<file path="src/rtl/comb_arb_pkg.sv">
// Shared types and defaults for the combination-unit request arbiter.
// Provides the arbiter FSM state type, default operand/answer widths and
// the answer value reported with an error response.
package comb_arb_pkg;

  typedef enum logic [2:0] {
    IDLE,
    SEND_N,
    SEND_M,
    WAIT,
    RESP
  } arb_state_t;

  localparam int unsigned DEF_NW     = 4;
  localparam int unsigned DEF_AW     = 15;
  localparam int unsigned ERR_ANSWER = 0;

endpackage

</file>
<file path="src/rtl/comb_req_arbiter_rr_pick.sv">
// rr_pick: combinational round-robin priority selector.
// Searches req upward from ptr, wrapping from NREQ-1 to 0, and returns the
// first set bit as a one-hot vector plus its index.
// Ports:
//   req    in  NREQ  request vector
//   ptr    in  IW    search start position (highest priority)
//   onehot out NREQ  one-hot winner, all zero when req == 0
//   idx    out IW    winner index, 0 when req == 0
//   found  out 1     any request present
module rr_pick #(
  parameter int unsigned NREQ = 4,
  parameter int unsigned IW   = $clog2(NREQ)
) (
  input  logic [NREQ-1:0] req,
  input  logic [IW-1:0]   ptr,
  output logic [NREQ-1:0] onehot,
  output logic [IW-1:0]   idx,
  output logic            found
);

  logic [31:0]   pos;
  logic [IW-1:0] cand;

  always_comb begin
    onehot = '0;
    idx    = '0;
    found  = 1'b0;
    pos    = '0;
    cand   = '0;
    for (int unsigned k = 0; k < NREQ; k++) begin
      pos = 32'(ptr) + k;
      if (pos >= NREQ) begin
        pos = pos - NREQ;
      end
      cand = IW'(pos);
      if (!found && req[cand]) begin
        found        = 1'b1;
        onehot[cand] = 1'b1;
        idx          = cand;
      end
    end
  end

endmodule

</file>
<file path="src/rtl/comb_req_arbiter.sv">
// comb_req_arbiter: shares one combination unit between NREQ requesters.
// A round-robin winner has its N then M operand serialised onto the unit
// bus with u_start high for two cycles; the unit answer (captured on the
// first Done seen while waiting) is returned to the winner as a one-cycle
// rsp_valid pulse. M > N is rejected without starting the unit.
// Optional feature: define COMB_ARB_TIMEOUT_EN to bound the wait for Done
// to TIMEOUT_CYC cycles, after which an error response is issued.
// Ports:
//   clk, rst            clock, synchronous active-high reset
//   req/req_n/req_m     per-requester request level and packed operands
//   gnt                 registered one-hot grant, held through the response
//   rsp_valid           one-hot one-cycle response pulse
//   rsp_answer, rsp_err result and error flag, qualified by rsp_valid
//   u_start, u_n        unit start and serial operand bus
//   u_done, u_answer    unit Done level and answer
module comb_req_arbiter
  import comb_arb_pkg::*;
#(
  parameter int unsigned NREQ        = 4,
  parameter int unsigned NW          = DEF_NW,
  parameter int unsigned AW          = DEF_AW,
  parameter int unsigned TIMEOUT_CYC = 255
) (
  input  logic                 clk,
  input  logic                 rst,
  input  logic [NREQ-1:0]      req,
  input  logic [NREQ*NW-1:0]   req_n,
  input  logic [NREQ*NW-1:0]   req_m,
  output logic [NREQ-1:0]      gnt,
  output logic [NREQ-1:0]      rsp_valid,
  output logic [AW-1:0]        rsp_answer,
  output logic                 rsp_err,
  output logic                 u_start,
  output logic [NW-1:0]        u_n,
  input  logic                 u_done,
  input  logic [AW-1:0]        u_answer
);

  localparam int unsigned   IW       = $clog2(NREQ);
  localparam logic [IW-1:0] LAST_IDX = IW'(NREQ - 1);

  arb_state_t      state_q, state_d;
  logic [NREQ-1:0] gnt_q, gnt_d;
  logic [NREQ-1:0] rsp_valid_q, rsp_valid_d;
  logic [AW-1:0]   rsp_answer_q, rsp_answer_d;
  logic            rsp_err_q, rsp_err_d;
  logic            u_start_q, u_start_d;
  logic [NW-1:0]   u_n_q, u_n_d;
  logic [NW-1:0]   m_q, m_d;
  logic [IW-1:0]   win_q, win_d;
  logic [IW-1:0]   ptr_q, ptr_d;

  logic [NREQ-1:0] pick_onehot;
  logic [IW-1:0]   pick_idx;
  logic            pick_found;
  logic [NW-1:0]   sel_n, sel_m;

`ifdef COMB_ARB_TIMEOUT_EN
  localparam int unsigned   TW      = $clog2(TIMEOUT_CYC + 1);
  localparam logic [TW-1:0] TO_LAST = TW'(TIMEOUT_CYC - 1);
  logic [TW-1:0] to_cnt_q, to_cnt_d;
`else
  logic unused_timeout;
  assign unused_timeout = (TIMEOUT_CYC == 0);
`endif

  rr_pick #(
    .NREQ (NREQ),
    .IW   (IW)
  ) u_pick (
    .req    (req),
    .ptr    (ptr_q),
    .onehot (pick_onehot),
    .idx    (pick_idx),
    .found  (pick_found)
  );

  assign sel_n = req_n[pick_idx*NW +: NW];
  assign sel_m = req_m[pick_idx*NW +: NW];

  // u_start/u_n are registered: they are loaded on the edge that enters
  // SEND_N/SEND_M so they line up with the state, and clear on reset.
  always_comb begin
    state_d      = state_q;
    gnt_d        = gnt_q;
    rsp_valid_d  = '0;
    rsp_answer_d = rsp_answer_q;
    rsp_err_d    = rsp_err_q;
    u_start_d    = u_start_q;
    u_n_d        = u_n_q;
    m_d          = m_q;
    win_d        = win_q;
    ptr_d        = ptr_q;
`ifdef COMB_ARB_TIMEOUT_EN
    to_cnt_d     = to_cnt_q;
`endif
    case (state_q)
      IDLE: begin
        if (pick_found) begin
          gnt_d = pick_onehot;
          win_d = pick_idx;
          m_d   = sel_m;
          if (sel_m > sel_n) begin
            rsp_valid_d  = pick_onehot;
            rsp_err_d    = 1'b1;
            rsp_answer_d = AW'(ERR_ANSWER);
            state_d      = RESP;
          end else begin
            u_start_d = 1'b1;
            u_n_d     = sel_n;
            state_d   = SEND_N;
          end
        end
      end
      SEND_N: begin
        u_n_d   = m_q;
        state_d = SEND_M;
      end
      SEND_M: begin
        u_start_d = 1'b0;
        u_n_d     = '0;
        state_d   = WAIT;
`ifdef COMB_ARB_TIMEOUT_EN
        to_cnt_d  = '0;
`endif
      end
      WAIT: begin
        if (u_done) begin
          rsp_valid_d  = gnt_q;
          rsp_answer_d = u_answer;
          rsp_err_d    = 1'b0;
          state_d      = RESP;
        end
`ifdef COMB_ARB_TIMEOUT_EN
        else if (to_cnt_q == TO_LAST) begin
          rsp_valid_d  = gnt_q;
          rsp_answer_d = AW'(ERR_ANSWER);
          rsp_err_d    = 1'b1;
          state_d      = RESP;
        end else begin
          to_cnt_d = to_cnt_q + TW'(1);
        end
`endif
      end
      RESP: begin
        gnt_d        = '0;
        rsp_answer_d = '0;
        rsp_err_d    = 1'b0;
        ptr_d        = (win_q == LAST_IDX) ? '0 : win_q + IW'(1);
        state_d      = IDLE;
      end
      default: state_d = IDLE;
    endcase
  end

  always_ff @(posedge clk) begin
    if (rst) begin
      state_q      <= IDLE;
      gnt_q        <= '0;
      rsp_valid_q  <= '0;
      rsp_answer_q <= '0;
      rsp_err_q    <= 1'b0;
      u_start_q    <= 1'b0;
      u_n_q        <= '0;
      m_q          <= '0;
      win_q        <= '0;
      ptr_q        <= '0;
`ifdef COMB_ARB_TIMEOUT_EN
      to_cnt_q     <= '0;
`endif
    end else begin
      state_q      <= state_d;
      gnt_q        <= gnt_d;
      rsp_valid_q  <= rsp_valid_d;
      rsp_answer_q <= rsp_answer_d;
      rsp_err_q    <= rsp_err_d;
      u_start_q    <= u_start_d;
      u_n_q        <= u_n_d;
      m_q          <= m_d;
      win_q        <= win_d;
      ptr_q        <= ptr_d;
`ifdef COMB_ARB_TIMEOUT_EN
      to_cnt_q     <= to_cnt_d;
`endif
    end
  end

  assign gnt        = gnt_q;
  assign rsp_valid  = rsp_valid_q;
  assign rsp_answer = rsp_answer_q;
  assign rsp_err    = rsp_err_q;
  assign u_start    = u_start_q;
  assign u_n        = u_n_q;

endmodule

</file>
<file path="config.mk">
export PLATFORM = sky130hd
export DESIGN_NAME = comb_req_arbiter
export DESIGN_NICKNAME = d
export VERILOG_FILES = /design/src/rtl/comb_arb_pkg.sv /design/src/rtl/comb_req_arbiter_rr_pick.sv /design/src/rtl/comb_req_arbiter.sv
export SDC_FILE = /design/constraint.sdc
export NUM_CORES = 1
export LEC_CHECK = 0
export ABC_AREA = 1
export CAP_MARGIN = 20
export CORE_AREA = 2 2 73 75
export CTS_BUF_LIST = sky130_fd_sc_hd__clkbuf_4 sky130_fd_sc_hd__clkbuf_8
export DETAILED_ROUTE_END_ITERATION = 10
export DIE_AREA = 0 0 75 77
export PLACE_DENSITY = 0.86
export SETUP_SLACK_MARGIN = 0.5
export SLEW_MARGIN = 20
export SYNTH_ARGS = -nofsm -noshare
export SYNTH_HDL_FRONTEND = slang
export SYNTH_SLANG_ARGS = --single-unit
</file>
<file path="constraint.sdc">
create_clock -name clk -period 7.1 [get_ports clk]
set_input_delay 1.065 -clock clk [delete_from_list [all_inputs] [get_ports clk]]
set_output_delay 1.065 -clock clk [all_outputs]
set_load 0.05 [all_outputs]
</file>
After elaboration in Yosys (flattened, before gate mapping) --
Index checks and enable logic that the tools add are counted.
Word-level totals: bits in registers 40, latch bits 0, memory bits (writable) 0, ROM bits 0, bits of input ports 54, output and inout port bits 29, logic and storage cells 123, memories 0
Operators by class: add/sub/neg operators 8, multiply operators 0, divide/modulo/power cells 0, magnitude comparators 13, equality and inequality tests 9, shift operators 2, muxes and demuxes 57, bitwise operators 3, reduce and logical (&&, ||, !) cells 21
Operator list (count):
- 15-bit 2-to-1 mux | 3
- 15-bit one-hot mux with 3 select lines | 1
- 4-bit 2-to-1 mux | 10
- 16-bit by 5-bit indexed part select with 4-bit output | 2
- 2-bit 2-to-1 mux | 9
- 1-bit 2-to-1 mux | 17
- 4-bit one-hot mux with 2 select lines | 2
- 2-bit by 3-bit < comparator with 1-bit output, second input constant | 4
- 4-bit OR | 3
- 3-bit one-hot mux with 4 select lines | 1
- 4-bit one-hot mux with 3 select lines | 1
- 3-bit >= comparator, second input constant | 3
- 3-bit 2-to-1 mux | 3
- 1-bit binary-select mux with 2-bit select | 4
- 1-bit demux with 2-bit select | 4
- 2-bit by 1-bit >= comparator with 1-bit output, second input constant | 4
- 2-bit inequality test, second input constant | 4
- 2-bit by 1-bit subtractor with 2-bit output, second input constant | 4
- 1-bit logical AND | 7
- 2-bit by 2-bit adder with 3-bit output, second input constant | 2
- 3-bit by 2-bit equality test with 1-bit output, second input constant | 2
- 2-bit AND reduction | 3
- 3-bit AND reduction | 2
- 3-bit nonzero test | 2
- other kinds (13) | 16

Longest topological paths before layout --
depth after elaboration 19, gate-level depth with buffers 25, gate-level depth less buffers 24

Cells and area by module --
Synthesis repeated with hierarchy kept, for this count alone.
Second synthesis, totals: cells, all modules 356, area, all modules 2406.1 sq um
Modules (own cells, without submodules):
- comb_req_arbiter | instances 1, cells each 282, area each 1965.6 sq um, sequential area each 800.8 sq um
- rr_pick | instances 1, cells each 74, area each 440.4 sq um, sequential area each 0.0 sq um

Least setup slack after synthesis --
No wires, ideal clock.
path kind input to register, start in req[3], end reg rsp_answer_q[10] (netlist: rsp_answer[10]), setup time 0.115 ns, data arrival time 3.507 ns, required time 6.985 ns, slack 3.478 ns, stages 22, path buffers 2, cell sequence inv_1 -> nand2_1 -> nand3_2 -> nand2_4 -> a21oi_1 -> nand2_1 -> nand3_1 -> buf_2 -> o211ai_1 -> nand2_1 -> ha_1 -> inv_1 -> nor2_1 -> o21ai_0 -> a32oi_1 -> inv_1 -> nor2_4 -> a21oi_4 -> inv_2 -> buf_6 -> o21ai_1 -> nor2_1
On the way: cells in the longest elaborated chain, start to end 16, elaborated cells between the ends (all ways) 28, those cells by class order compare (1); eq/ne (2); shift (2); mux (16); reduce/logical (7)
RTL lines:
- start: declaration | RTL line comb_req_arbiter.sv:26 | input logic [NREQ-1:0] req,
- 1-bit binary-select mux with 2-bit select | RTL line comb_req_arbiter_rr_pick.sv:36 | if (!found && req[cand]) begin
- 1-bit 2-to-1 mux (implied by the code) | RTL line comb_req_arbiter_rr_pick.sv:36
- 1-bit 2-to-1 mux | RTL line comb_req_arbiter_rr_pick.sv:36
- 1-bit logical NOT | RTL line comb_req_arbiter_rr_pick.sv:36
- 1-bit logical AND | RTL line comb_req_arbiter_rr_pick.sv:36
- 1-bit 2-to-1 mux | RTL line comb_req_arbiter_rr_pick.sv:36
- 1-bit logical NOT | RTL line comb_req_arbiter_rr_pick.sv:36
- 1-bit logical AND | RTL line comb_req_arbiter_rr_pick.sv:36
- 1-bit 2-to-1 mux | RTL line comb_req_arbiter_rr_pick.sv:36
- 1-bit logical NOT | RTL line comb_req_arbiter_rr_pick.sv:36
- 1-bit logical AND | RTL line comb_req_arbiter_rr_pick.sv:36
- 2-bit 2-to-1 mux (*) | RTL line comb_req_arbiter_rr_pick.sv:36
- 16-bit by 5-bit indexed part select with 4-bit output (*) | RTL line comb_req_arbiter.sv:79 | assign sel_m = req_m[pick_idx*NW +: NW];
- via sel_m[1] | RTL line comb_req_arbiter.sv:56 | logic [NW-1:0] sel_n, sel_m;
- 4-bit greater-than comparator (*) | RTL line comb_req_arbiter.sv:103 | if (sel_m > sel_n) begin
- 2-bit inequality test (no source line) (*)
- 4-bit AND reduction (no source line) (*)
- end signal: assignment | RTL line comb_req_arbiter.sv:175 | rsp_answer_q <= rsp_answer_d;
- end: declaration | RTL line comb_req_arbiter.sv:45 | logic [AW-1:0] rsp_answer_q, rsp_answer_d;
Mark *: on every way through the listed nets, which the timed path passes. The rest lies on a longest branch. The select of a mux whose other input is x is not followed. A chain may end at the register's enable or synchronous reset.

Worst setup path after layout --
start in req[3], end reg rsp_answer_q[0] (netlist: rsp_answer[0])
Same word-level chain as after synthesis.

==> reports/metrics.csv <==
stage,metric,value,unit
outcome,status,"finished, final reports clean",
critical_path,Startpoint Class,input pin,
cts,H-tree Lvls,2,
synthesis,"EDFF count, synth",0,
power,leak pwr,1.54,nW
critical_path,Setup CP Type,input pin to flip-flop,
floorplanning,die width,75,µm
timing,Rel. slew slack,54.6,%
timing,Final setup viols,0,
cts,post-cts resize count,0,
critical_path,R2R setup slack,2.39,ns
synthesis,syn_nets,428,
synthesis,"Warnings, synthesis",0,
timing,Max Clock Freq,0.202,GHz
global_route,gr ovfl total,0,
final_layout,multi-input logic area,1410,µm²
timing,RSZ-0062 raised after global routing,false,
detailed_routing,initial DRC count,146,
cts,# Post-CTS Setup Buffers,0,
cts,CTS max path bufs,2,
timing,fin crit period,4.96,ns
timing,WHS,0.465,ns
synthesis,post-synthesis sequential area ratio,32.7,%
global_route,GR Util All Layers,24.2,%
critical_path,CP cell instances,clkdlybuf4s50_1 > inv_1 > nand2_1 > nand3_2 > nand2_4 > a21oi_1 > nand2_1 > nand3_1 > inv_1 > nand2_1 > nand3_1 > nand2_1 > ha_1 > inv_1 > nor2_1 > o21ai_0 > a32oi_1 > inv_1 > nor2_4 > a21oi_4 > inv_2 > o21ai_0 > nor2_1,
synthesis,"top cells by count, synth","nand2_1, inv_1, dfxtp_1, a21oi_1, nor2_1",
synthesis,Most used DFF post-synth,dfxtp_1,
timing,setup TNS,0,ns
synthesis,asr flop ratio synth,0,%
final_layout,Sequential cell area,801,µm²
detailed_routing,vias post-DR,2629,
cts,clock-pin slew on the worst setup and hold paths,0.07,ns
hold_path,Hold Crit Class,flip-flop to flip-flop,
cts,Clock Tree Root,clkbuf_8,
floorplanning,IO Count,83,
floorplanning,core area,4980,µm²
synthesis,synth unique cells,34,
cts,Post-CTS Hold Fix Bufs,0,
floorplanning,die height,77,µm
final_layout,fin nets,506,
synthesis,Mapped Area,2450,µm²
global_route,largest net degree at the start of global routing,23,
global_route,antenna violations before repair,0,
timing,Layout Skew,0.00524,ns
floorplanning,Initial Util,49.3,%
power,Cell Pwr Density,502,nW/µm²
final_layout,Area Overhead vs Synth,38.3,%
placed_design,RD Place Congestion,0.881,
critical_path,CP max stage delay,0.53,ns
cts,Sinks on Clock Net,40,
synthesis,Synth area leaders,"dfxtp_1, nand2_1, a21oi_1, inv_1, nand3_1",
timing,Tightest Pin Transition,0.679,ns
synthesis,"count leader, synth",nand2_1,
cts,CTS tree,built,
cts,TritonCTS Buffers,5,
synthesis,most area-hungry cell type in the Yosys netlist,dfxtp_1,
synthesis,Post-Syn Instances,363,
final_layout,Fill cells,415,
critical_path,endpoint class of the critical path,flip-flop,
floorplanning,full die area,5780,µm²
synthesis,mean post-synth cell area,6.76,µm²
global_route,number of global-route vias before repair,2456,
detailed_routing,drt via density,5.13,
synthesis,"flops & latches, synth",40,
critical_path,CP max-delay cell,nand3_1,
final_layout,Diodes inserted,0,
timing,fin. max-slew vios,0,
detailed_routing,Residual DRC,0,
synthesis,share of the synthesized area in the top cell type,32.7,%
cts,"Clk Latency, worst-skew pair",0.29,ns
floorplanning,Core Rows,26,
flow_run,Max-cap violations,0,
global_route,first-pass GRT wire length,11.1,mm
detailed_routing,Post-Route WL,6.68,mm
critical_path,crit path DAT,5.14,ns
timing,period utilisation layout,69.8,%
detailed_routing,drt first pass iters,4,
critical_path,CP Max Fanout,21,
final_layout,fraction of layout cells with a size suffix above 1,5.88,%
detailed_routing,DRT antenna net count,0,
critical_path,CP required,7.28,ns
placed_design,port buffer count,82,
timing,Final Hold Viols,0,
power,Worst IR Drop VDD,0.000291,V
placed_design,dpl hpwl,5.01,mm
detailed_routing,Avg WL per Cell,13.0,µm
-- routing by layer --
metal  track usage [%]  part of all wire [%]
met2              40.0                    50
met3              5.26                   4.1
met5                 0                     0
met4              6.07                   2.3
met1              31.4                    44
-- layout by cell type (no fill, tap or decap) --
cell type / netlist / layout
clkdlybuf4s50_1: 0 / 82
nand2_1: 76 / 76
inv_1: 43 / 43
dfxtp_1: 40 / 40
a21oi_1: 39 / 39
nor2_1: 39 / 38
nand3_1: 32 / 32
o21ai_0: 14 / 14
ha_1: 11 / 11
o21ai_1: 10 / 10
nand4_1: 9 / 9
a22oi_1: 8 / 8
clkbuf_8: 0 / 6
nand2_2: 5 / 5
o211ai_1: 5 / 5
nand3_2: 3 / 3
nand2_4: 2 / 2
nor2_2: 1 / 2
and2_1: 2 / 2
clkinv_2: 0 / 2
inv_6: 1 / 1
o21bai_1: 1 / 1
nor2_8: 1 / 1
nand3_4: 1 / 1
a31oi_1: 1 / 1
o221ai_1: 1 / 1
a32oi_1: 1 / 1
nor2_4: 1 / 1
nor3_1: 1 / 1
a21oi_4: 1 / 1
inv_2: 1 / 1
clkinv_1: 1 / 1
a211oi_1: 1 / 1
-- logic make-up after synthesis --
| group | count (synthesis) | synth area share (%) |
|---|---|---|
| buffers and inverters | 57 | 9.85 |
| AND/OR/NAND/NOR | 173 | 32.8 |
| adder cells (fa/ha/maj) | 11 | 5.61 |
| AO/OA/AOI/OAI | 82 | 19.1 |
| flip-flops | 40 | 32.7 |
-- report_power, final --
| group | switching, mW | internal (mW) | leakage, nW |
|---|---|---|---|
| sequential | 0.0461 | 0.304 | 0.329 |
| combinational | 0.801 | 0.396 | 1.16 |
| clock | 0.0763 | 0.0775 | 0.0510 |
-- worst max-delay path: cells and delay by family --
| family | cells | cell delay [ns] |
|---|---|---|
| and+or+nand+nor | 11 | 1.58 |
| buffers and inverters | 6 | 1.28 |
| adders and majority gates | 1 | 0.32 |
| AOI/OAI and AO/OA | 5 | 0.89 |
-- cell type report --
class / instances / area share (%)
multi-input combinational: 266 / 41.6
timing repair buffer: 82 / 24.2
clock inverter: 2 / 0.295
clock buffer: 6 / 2.43
tap: 70 / 2.58
inverter: 46 / 5.24
sequential: 40 / 23.6
-- through the flow --
step | util (%) | setup WS, ns | power, mW | cell area, µm² | std cells
2_1_floorplan | - | 3.48 | 1.28 | 2450 | 363
3_3_place_gp | 66.2 | 2.16 | 1.49 | 3300 | 504
3_5_place_dp | 66.2 | 1.91 | 1.54 | 3300 | 504
4_1_cts | 68.1 | 2.21 | 1.70 | 3390 | 512
5_1_grt | 68.1 | 1.69 | 1.86 | 3390 | 512
6_report | 68.1 | 2.14 | 1.70 | 3390 | 512
-- sequential cells by signal (all words and copies together), names as in the netlist --
name / count
rsp_answer: 15
gnt: 4
m_q: 4
rsp_valid: 4
u_n: 4
state_q: 3
ptr_q: 2
win_q: 2
rsp_err: 1
u_start: 1
-- path summary, 6_finish.rpt --
path,from,end,cells after the start
worst min register to register,u_start,u_start,2
worst min-delay path,u_start,u_start,2
worst max register to register,ptr_q[0],rsp_answer[0],23
worst max-delay path,req[3],rsp_answer[0],23
Power figures use the tool's default switching activity.
